**config.mk**
```make
export PLATFORM = sky130hd
export DESIGN_NAME = int_src
export DESIGN_NICKNAME = d
export VERILOG_FILES = /design/src/rtl/int_src.sv
export SDC_FILE = /design/constraint.sdc
export NUM_CORES = 1
export LEC_CHECK = 0
export ABC_AREA = 1
export CAP_MARGIN = 15
export CORE_ASPECT_RATIO = 1.25
export CORE_MARGIN = 4
export CORE_UTILIZATION = 46
export CTS_CLUSTER_SIZE = 14
export DETAILED_ROUTE_END_ITERATION = 6
export PLACE_DENSITY = 0.8
export SLEW_MARGIN = 20
export SYNTH_ARGS = -nofsm -noshare
export SYNTH_HDL_FRONTEND = slang
export SYNTH_SLANG_ARGS = --single-unit
```
**constraint.sdc**
```tcl
create_clock -name ck -period 2.5 [get_ports ck]
set_input_delay 0.5 -clock ck [delete_from_list [all_inputs] [get_ports ck]]
set_output_delay 0.5 -clock ck [all_outputs]
set_load 0.01 [all_outputs]
```
**src/rtl/int_src.sv**
```systemverilog
// Interrupt source controller: synchronizes four external interrupt lines,
// records them as pending, masks and prioritizes them, and drives an
// active-low request with a stable source number toward the interrupt
// register stage. One request is outstanding at a time (no nesting).
module int_src #(
  parameter logic [3:0] EDGE_SEL = 4'b1111,
  parameter logic [3:0] MASK_RST = 4'b0000
) (
  input  logic       ck,
  input  logic       res,
  input  logic [3:0] irq_in,
  input  logic       mask_we,
  input  logic [3:0] mask_wd,
  input  logic       int_ack,
  output logic       int_req,
  output logic [1:0] int_vec,
  output logic [3:0] int_pend,
  output logic [3:0] int_mask
);

  typedef enum logic [1:0] {
    IDLE     = 2'd0,
    REQ      = 2'd1,
    ACK_WAIT = 2'd2
  } state_t;

  state_t     state;
  state_t     state_nxt;
  logic [3:0] sync1;
  logic [3:0] sync2;
  logic [3:0] sync3;
  logic [3:0] pend;
  logic [3:0] pend_nxt;
  logic [3:0] mask;
  logic [3:0] elig;
  logic [3:0] acc_clr;
  logic [1:0] vec;

  // Fixed priority encoder: source 0 wins, source 3 loses.
  function automatic logic [1:0] prio_idx(input logic [3:0] e);
    if (e[0])      return 2'd0;
    else if (e[1]) return 2'd1;
    else if (e[2]) return 2'd2;
    else           return 2'd3;
  endfunction

  assign elig = pend & mask;

  // Two-flop synchronizer per line, plus a third flop holding the previous
  // synchronized value for rising-edge detection.
  always_ff @(posedge ck or negedge res) begin
    if (!res) begin
      sync1 <= 4'b0;
      sync2 <= 4'b0;
      sync3 <= 4'b0;
    end else begin
      sync1 <= irq_in;
      sync2 <= sync1;
      sync3 <= sync2;
    end
  end

  // Next pending value: edge sources latch rising edges until accepted (a
  // coincident new edge beats the clear); level sources simply follow the line.
  always_comb begin
    acc_clr = 4'b0;
    if (state == REQ && int_ack) acc_clr[vec] = 1'b1;
    pend_nxt = 4'b0;
    for (int i = 0; i < 4; i++) begin
      if (EDGE_SEL[i]) pend_nxt[i] = (sync2[i] & ~sync3[i]) | (pend[i] & ~acc_clr[i]);
      else             pend_nxt[i] = sync2[i];
    end
  end

  // Pending and mask registers.
  always_ff @(posedge ck or negedge res) begin
    if (!res) begin
      pend <= 4'b0;
      mask <= MASK_RST;
    end else begin
      pend <= pend_nxt;
      if (mask_we) mask <= mask_wd;
    end
  end

  // State register; the vector is captured only when leaving IDLE so it stays
  // frozen through REQ and ACK_WAIT regardless of mask writes or new edges.
  always_ff @(posedge ck or negedge res) begin
    if (!res) begin
      state <= IDLE;
      vec   <= 2'd0;
    end else begin
      state <= state_nxt;
      if (state == IDLE && elig != 4'b0) vec <= prio_idx(elig);
    end
  end

  // Next-state logic for the request/acknowledge handshake.
  always_comb begin
    state_nxt = state;
    case (state)
      IDLE:     if (elig != 4'b0) state_nxt = REQ;
      REQ:      if (int_ack)      state_nxt = ACK_WAIT;
      ACK_WAIT: if (!int_ack)     state_nxt = IDLE;
      default:                    state_nxt = IDLE;
    endcase
  end

  assign int_req  = (state != REQ);
  assign int_vec  = vec;
  assign int_pend = pend;
  assign int_mask = mask;

endmodule

```
* Yosys cells after proc, flatten, opt, wreduce, memory -nomap -nowiden
Cells that the tools add are included.
Storage, ports and cells: output and inout port bits 11, input port bits 12, latch bits 0, register bits after elaboration 24, memory bits (read-only) 0, memory bits (writable) 0, word-level logic and storage cells 52, memories kept 0
Cells by class: $lt $le $gt $ge 2, equality and inequality tests 6, multiplexer cells 10, add/subtract/negate cells 0, bitwise gates (word level) 21, multiply operators 0, div/mod/pow operators 0, reductions and logical operators 6, shift-type cells 0
Operators by type and width (count):
- $mux 2 | 5
- $and 1x1->1 | 8
- $not 1->1 | 8
- $pmux 2 s3 | 1
- $and 4x4->4 | 1
- $mux 4 | 1
- $ne 2x1->1 const B | 2
- $ne 2x2->1 const B | 2
- $or 1x1->1 | 4
- $reduce_bool 4->1 | 1
- $logic_and 1x1->1 | 3
- $lt 2x3->1 const B | 1
- $reduce_and 3->1 | 1
- $demux 1 s2 | 1
- $eq 2x1->1 const B | 1
- $eq 2x2->1 const B | 1
- $ge 2x1->1 const B | 1
- $logic_not 2->1 | 1
- $mux 1 | 2

* Longest topological paths before layout
Gate-level depths: netlist of run 1.
word-level depth 8, mapped depth 7, depth with buffers taken out 7

* Worst setup path after synthesis of run 1
No wires, ideal clock.
path kind register to output, from register state[1], to output int_req, stages on the path, launching flop included 3, buffers on the path 0, required time 2.000 ns, setup slack 1.456 ns, data arrival time 0.544 ns, cell sequence dfrtp_1 inv_1 nand2_1
Between the ends: longest elaborated chain between the ends 1
Ends and longest elaborated chain:
- start: declaration | line 27 | state_t state;
- start signal: assignment | line 93 | state <= state_nxt;
- $ne 2x1->1 | line 109 | assign int_req = (state != REQ);
- end: declaration | line 15 | output logic int_req,
Every way passes these cells.

* Worst setup path after layout of run 1
Ends and elaborated chain as after synthesis.

==> results of run 1 <==
## worst max-delay path: stages (launching register included)
cell and delay (ns):
dfrtp_1 0.40, inv_1 0.08, nand2_1 0.07, clkdlybuf4s50_1 0.53
## Yosys cell counts
library cell / instances
a21oi_1: 2
mux2_2: 4
nand2_1: 25
dfrtp_1: 24
nand3_1: 1
inv_1: 11
nor2_1: 1
o21ai_0: 6
nand3_2: 1
nor2_2: 1
## final cells by class
type	count	area, µm²
sequential	24	601
inverter	11	41.3
clock inverter	1	30.0
multi-input combinational	41	204
timing repair buffer	23	228
tap	19	23.8
clock buffer	3	22.5
fill	140	616
## logic make-up (layout without fill, tap and decap cells)
family                 after synthesis  after routing  synth area share
multiplexers                         4              4            0.0533
AO/OA/AOI/OAI                        8              8            0.0473
buffers and inverters               11             38            0.0488
flip-flops                          24             24             0.710
AND/OR/NAND/NOR                     29             29             0.141
## how the worst max path moves through the flow
| stage | from | end | slack, ns | depth (start not counted) |
|---|---|---|---|---|
| global placement | state[1]$_DFFE_PN0P_ | int_req | 0.98 | 3 |
| floorplan | state[1]$_DFFE_PN0P_ | int_req | 1.46 | 2 |
| CTS | state[1]$_DFFE_PN0P_ | int_req | 0.60 | 3 |
| finish | state[1]$_DFFE_PN0P_ | int_req | 0.61 | 3 |
| global route | state[1]$_DFFE_PN0P_ | int_req | 0.52 | 3 |
| detailed placement | int_ack | int_pend[2]$_DFF_PN0_ | 0.95 | 6 |
## power groups by stage
| stage | clock, W | combinational (W) | sequential [W] |
|---|---|---|---|
| floorplan | 0 | 0.000140 | 0.000542 |
| global placement | 0 | 0.000320 | 0.000528 |
| detailed placement | 0 | 0.000328 | 0.000535 |
| CTS | 0.000279 | 0.000330 | 0.000527 |
| global route | 0.000297 | 0.000369 | 0.000539 |
| finish | 0.000270 | 0.000325 | 0.000526 |
## cells in the final DEF (no fill, tap or decap)
cell type        instances
inv_1                   11
bufinv_16                1
nor2_2                   1
buf_4                    1
nand2_1                 25
nor2_1                   1
nand3_1                  1
clkdlybuf4s50_1         22
mux2_2                   4
o21ai_0                  6
clkbuf_4                 3
nand3_2                  1
dfrtp_1                 24
a21oi_1                  2
## state kept, by name (all words and copies together) (netlist names)
register / count
int_mask: 4
int_pend: 4
sync1: 4
state: 2
int_vec: 2
sync3: 4
sync2: 4
## metrics by stage
stage / hold slack (ns) / setup slack, ns / area (µm²) / instances / total power, W
2_1_floorplan: 0.204 / 1.46 / 846 / 76 / 0.000682
3_3_place_gp: 0.334 / 0.982 / 1100 / 118 / 0.000848
3_5_place_dp: 0.336 / 0.948 / 1100 / 118 / 0.000864
4_1_cts: 0.367 / 0.598 / 1150 / 122 / 0.00114
5_1_grt: 0.388 / 0.525 / 1150 / 122 / 0.00121
6_report: 0.363 / 0.613 / 1150 / 122 / 0.00112
## layer usage
metal  vias to the layer above  part of all wire
li1                        288                 -
met1                       286              0.39
met2                        15              0.54
met3                         2             0.059
met4                         0             0.012
met5                         -                 0
==> out/results.txt, run 1 <==
power share of the clock group: 0.241
vias in the first global route: 641
CP endpoint kind: primary output
core area: 1770 µm²
Slew headroom: 0.808
worst path required time: 2.00 ns
Clock Pin Slew Worst Setup and Hold Paths: 0.12 ns
Int Pwr: 0.000790 W
Max Clock Skew: 0.00857 ns
I/O pin count: 23
Startpoint Class: flip-flop
GRT Total Usage: 0.136
CTS tree: yes
Post-Syn Area: 846 µm²
Setup Crit Path Kind: flip-flop to primary output
Seq/Total Area, Yosys: 0.710
DIE AREA: 2590 µm²
share of layout cells above drive strength 1: 0.107
Setup violations, final: 0
Final Max Tran Viols: 0
drt pass-1 iters: 3
GRT met2 Usage: 0.226
num rows: 17
Max Clock Freq: 0.530 GHz
Syn Nets: 88
Leak Pwr: 0.559 nW
fin util: 0.651
Initial Util: 0.479
worst hold path class: flip-flop to flip-flop
Post-CTS Resized: 0
Worst-Skew Late Latency: 0.31 ns
Routed Antenna Nets: 0
Max VDD drop: 0.000462 V
vias per cell: 4.84
Hold EP: sync2[3]$_DFF_PN0_
IO Port Bufs: 22
TritonCTS buffer count: 3
final hold vios: 0
WP data arrival: 1.39 ns
most crowded layer after global routing: met2
first-pass GRT wire length: 2610 µm
setup_tns: 0 ns
Hold Crit Start: sync1[3]$_DFF_PN0_
post-synthesis average cell area: 11.1 µm²
met3 Usage GRT: 0.0227
Max Cap Viol: 0
#FFs+latches synth: 24
Antenna diodes: 0
drt wl/cell: 11.9 µm
area delta synth->final: 35.9%
crit share post-route: 0.755
largest net degree at the start of global routing: 25
Worst Reg-to-Reg Cells: 6
# hold bufs at CTS: 0
Hold Path Depth: 0
R2R Path End: state[0]$_DFFE_PN0P_
R2R Path Start: int_pend[0]$_DFF_PN0_
combinational share of power: 0.290
drt first-iter violations: 6
part of the power in registers: 0.469
Cells after Synth: 76
minimum clock period: 1.89 ns
# DRC: 0
drt total wl: 1450 µm
area fraction of the dominant cell type after synthesis: 0.710
Switching Share: 0.296
DR vias: 591
final net count: 116
CP Max Fanout: 4
Synth area leader: dfrtp_1
initial antenna violation count: 0
status: finished, final reports clean
Synth cell types: 10
warnings from Yosys: 0
maximum buffer depth of the clock tree: 2
placer congestion estimate: 0.858
RSZ-0062 raised after global routing: no
Post-CTS Setup Bufs: 0
Detail Placement HPWL: 1140 µm
GR met1 Demand/Resource: 0.150
CTS Root Cell: clkbuf_4
P_sw: 0.000332 W
Worst Max-Slew Pin Slew: 0.288 ns
die height: 55.9 µm
pwr/cell area: 976 nW/µm²
H-Tree Depth: 1
TritonCTS Sinks: 24
synth top area cells: dfrtp_1, nand2_1, mux2_2, inv_1, o21ai_0
register-to-register setup slack: 1.49 ns
Die Wd: 46.4 µm
Congestion Overflow GR: 0
Note: power is estimated with default switching activity, not from simulation.
==> inputs of run 2 (changes only) <==
--- a/config.mk
+++ b/config.mk
@@ -9,10 +9,10 @@
 export CAP_MARGIN = 15
 export CORE_ASPECT_RATIO = 1.25
 export CORE_MARGIN = 4
-export CORE_UTILIZATION = 46
+export CORE_UTILIZATION = 41
 export CTS_CLUSTER_SIZE = 14
 export DETAILED_ROUTE_END_ITERATION = 6
-export PLACE_DENSITY = 0.8
+export PLACE_DENSITY = 0.75
 export SLEW_MARGIN = 20
 export SYNTH_ARGS = -nofsm -noshare
 export SYNTH_HDL_FRONTEND = slang
==> constraint.sdc (replaced) <==
create_clock -name ck -period 1.5 [get_ports ck]
set_input_delay 0.3 -clock ck [delete_from_list [all_inputs] [get_ports ck]]
set_output_delay 0.3 -clock ck [all_outputs]
set_load 0.01 [all_outputs]
==> out/results.txt, run 2 (synthesis results as in run 1) <==
status: finished, final reports clean
Initial Util: 0.427
Routed Antenna Nets: 0
Worst-Skew Late Latency: 0.30 ns
pwr/cell area: 1470 nW/µm²
vias per cell: 4.85
RSZ-0062 raised after global routing: no
drt wl/cell: 11.8 µm
area delta synth->final: 36.4%
worst path required time: 1.20 ns
Filler cells: 187
setup_tns: 0 ns
drt total wl: 1510 µm
crit share post-route: 0.927
# DRC: 0
Max VDD drop: 0.000796 V
IO Port Bufs: 22
CP Max Fanout: 2
GRT Total Usage: 0.117
DIE AREA: 2860 µm²
Slew headroom: 0.806
most common cell after layout, fill and taps aside: nand2_1
Leak Pwr: 0.578 nW
Clock Pin Slew Worst Setup and Hold Paths: 0.11 ns
maximum buffer depth of the clock tree: 2
vias in the first global route: 605
I/O pin count: 23
largest net degree at the start of global routing: 25
final hold vios: 0
final net count: 122
initial antenna violation count: 0
TritonCTS buffer count: 3
Max Clock Skew: 0.00111 ns
H-Tree Depth: 1
placer congestion estimate: 0.791
Final Max Tran Viols: 0
Detail Placement HPWL: 1120 µm
WP data arrival: 1.09 ns
TritonCTS Sinks: 24
Antenna diodes: 0
first-pass GRT wire length: 2510 µm
CTS tree: yes
drt pass-1 iters: 4
Die Wd: 48.6 µm
worst hold path class: input pin to async pin
core area: 1980 µm²
DR vias: 621
Startpoint Class: flip-flop
CP endpoint kind: primary output
Max Clock Freq: 0.719 GHz
CTS Root Cell: clkbuf_4
Worst Max-Slew Pin Slew: 0.291 ns
num rows: 18
die height: 58.8 µm
Setup Crit Path Kind: flip-flop to primary output
drt first-iter violations: 7
Max Cap Viol: 0
final hold slack: 0.334 ns
most frequent cells in the layout: nand2_1, dfrtp_1, inv_1, clkdlybuf4s50_1, dlygate4sd2_1
minimum clock period: 1.39 ns
Congestion Overflow GR: 0
share of layout cells above drive strength 1: 0.148
Setup violations, final: 0
[run 2: per-layer routing]
| metal | wire length (µm) | up-vias | global-route usage |
|---|---|---|---|
| li1 | - | 302 | - |
| met2 | 813 | 19 | 0.201 |
| met4 | 40 | 0 | 0.0808 |
| met3 | 92 | 6 | 0.0329 |
| met5 | 0 | - | 0 |
| met1 | 564 | 294 | 0.122 |
[run 2: what timing repair did]
action                     CTS  global route
setup endpoints to repair   11             1
cloned                       0             0
buffers inserted             6             0
hold buffers                 0             0
resized for setup           11             1
[run 2: final cells by class]
class | instances | area [µm²] | share of cell area
well taps | 20 | 25.0 | 0.0217
multi-input cells | 41 | 204 | 0.177
flip-flops and latches | 24 | 601 | 0.521
repair buffers | 29 | 260 | 0.226
inverters | 11 | 41.3 | 0.0358
clock buffers | 3 | 22.5 | 0.0195
[run 2: final timing paths]
kind	slack, ns	from	cells past startpoint	to
max	0.11	state[1]$_DFFE_PN0P_	3	int_req
min	0.33	res	2	sync2[1]$_DFF_PN0_
max reg2reg	0.39	state[0]$_DFFE_PN0P_	5	int_vec[0]$_DFFE_PN0P_
min reg2reg	0.37	sync1[3]$_DFF_PN0_	0	sync2[3]$_DFF_PN0_
max in group asynchronous	0.94	res	2	int_mask[1]$_DFFE_PN0P_
min in group ck	0.37	sync1[3]$_DFF_PN0_	0	sync2[3]$_DFF_PN0_
[run 2: where the power goes]
part           switching [W]  internal (W)  total (W)  leakage, nW
Combinational       0.000313      0.000285   0.000599        0.291
Sequential         0.0000716      0.000765   0.000837        0.273
Clock               0.000169     0.0000939   0.000263       0.0138
Total               0.000554       0.00114    0.00170        0.578
[run 2: metrics by stage]
stage	utilization	setup slack, ns	instances	instance area, µm²	total power (W)
6_report	0.582	0.110	128	1150	0.00170
5_1_grt	0.582	0.0421	128	1150	0.00183
4_1_cts	0.581	0.0442	128	1150	0.00172
3_5_place_dp	0.554	0.142	119	1100	0.00144
3_3_place_gp	0.554	0.170	119	1100	0.00141
2_1_floorplan	-	0.593	76	846	0.00114
[run 2: worst max-delay path, stage by stage, from the launching register on]
cell and delay [ns]:
dfrtp_1 0.40, inv_1 0.09, nand2_1 0.07, clkdlybuf4s15_1 0.23
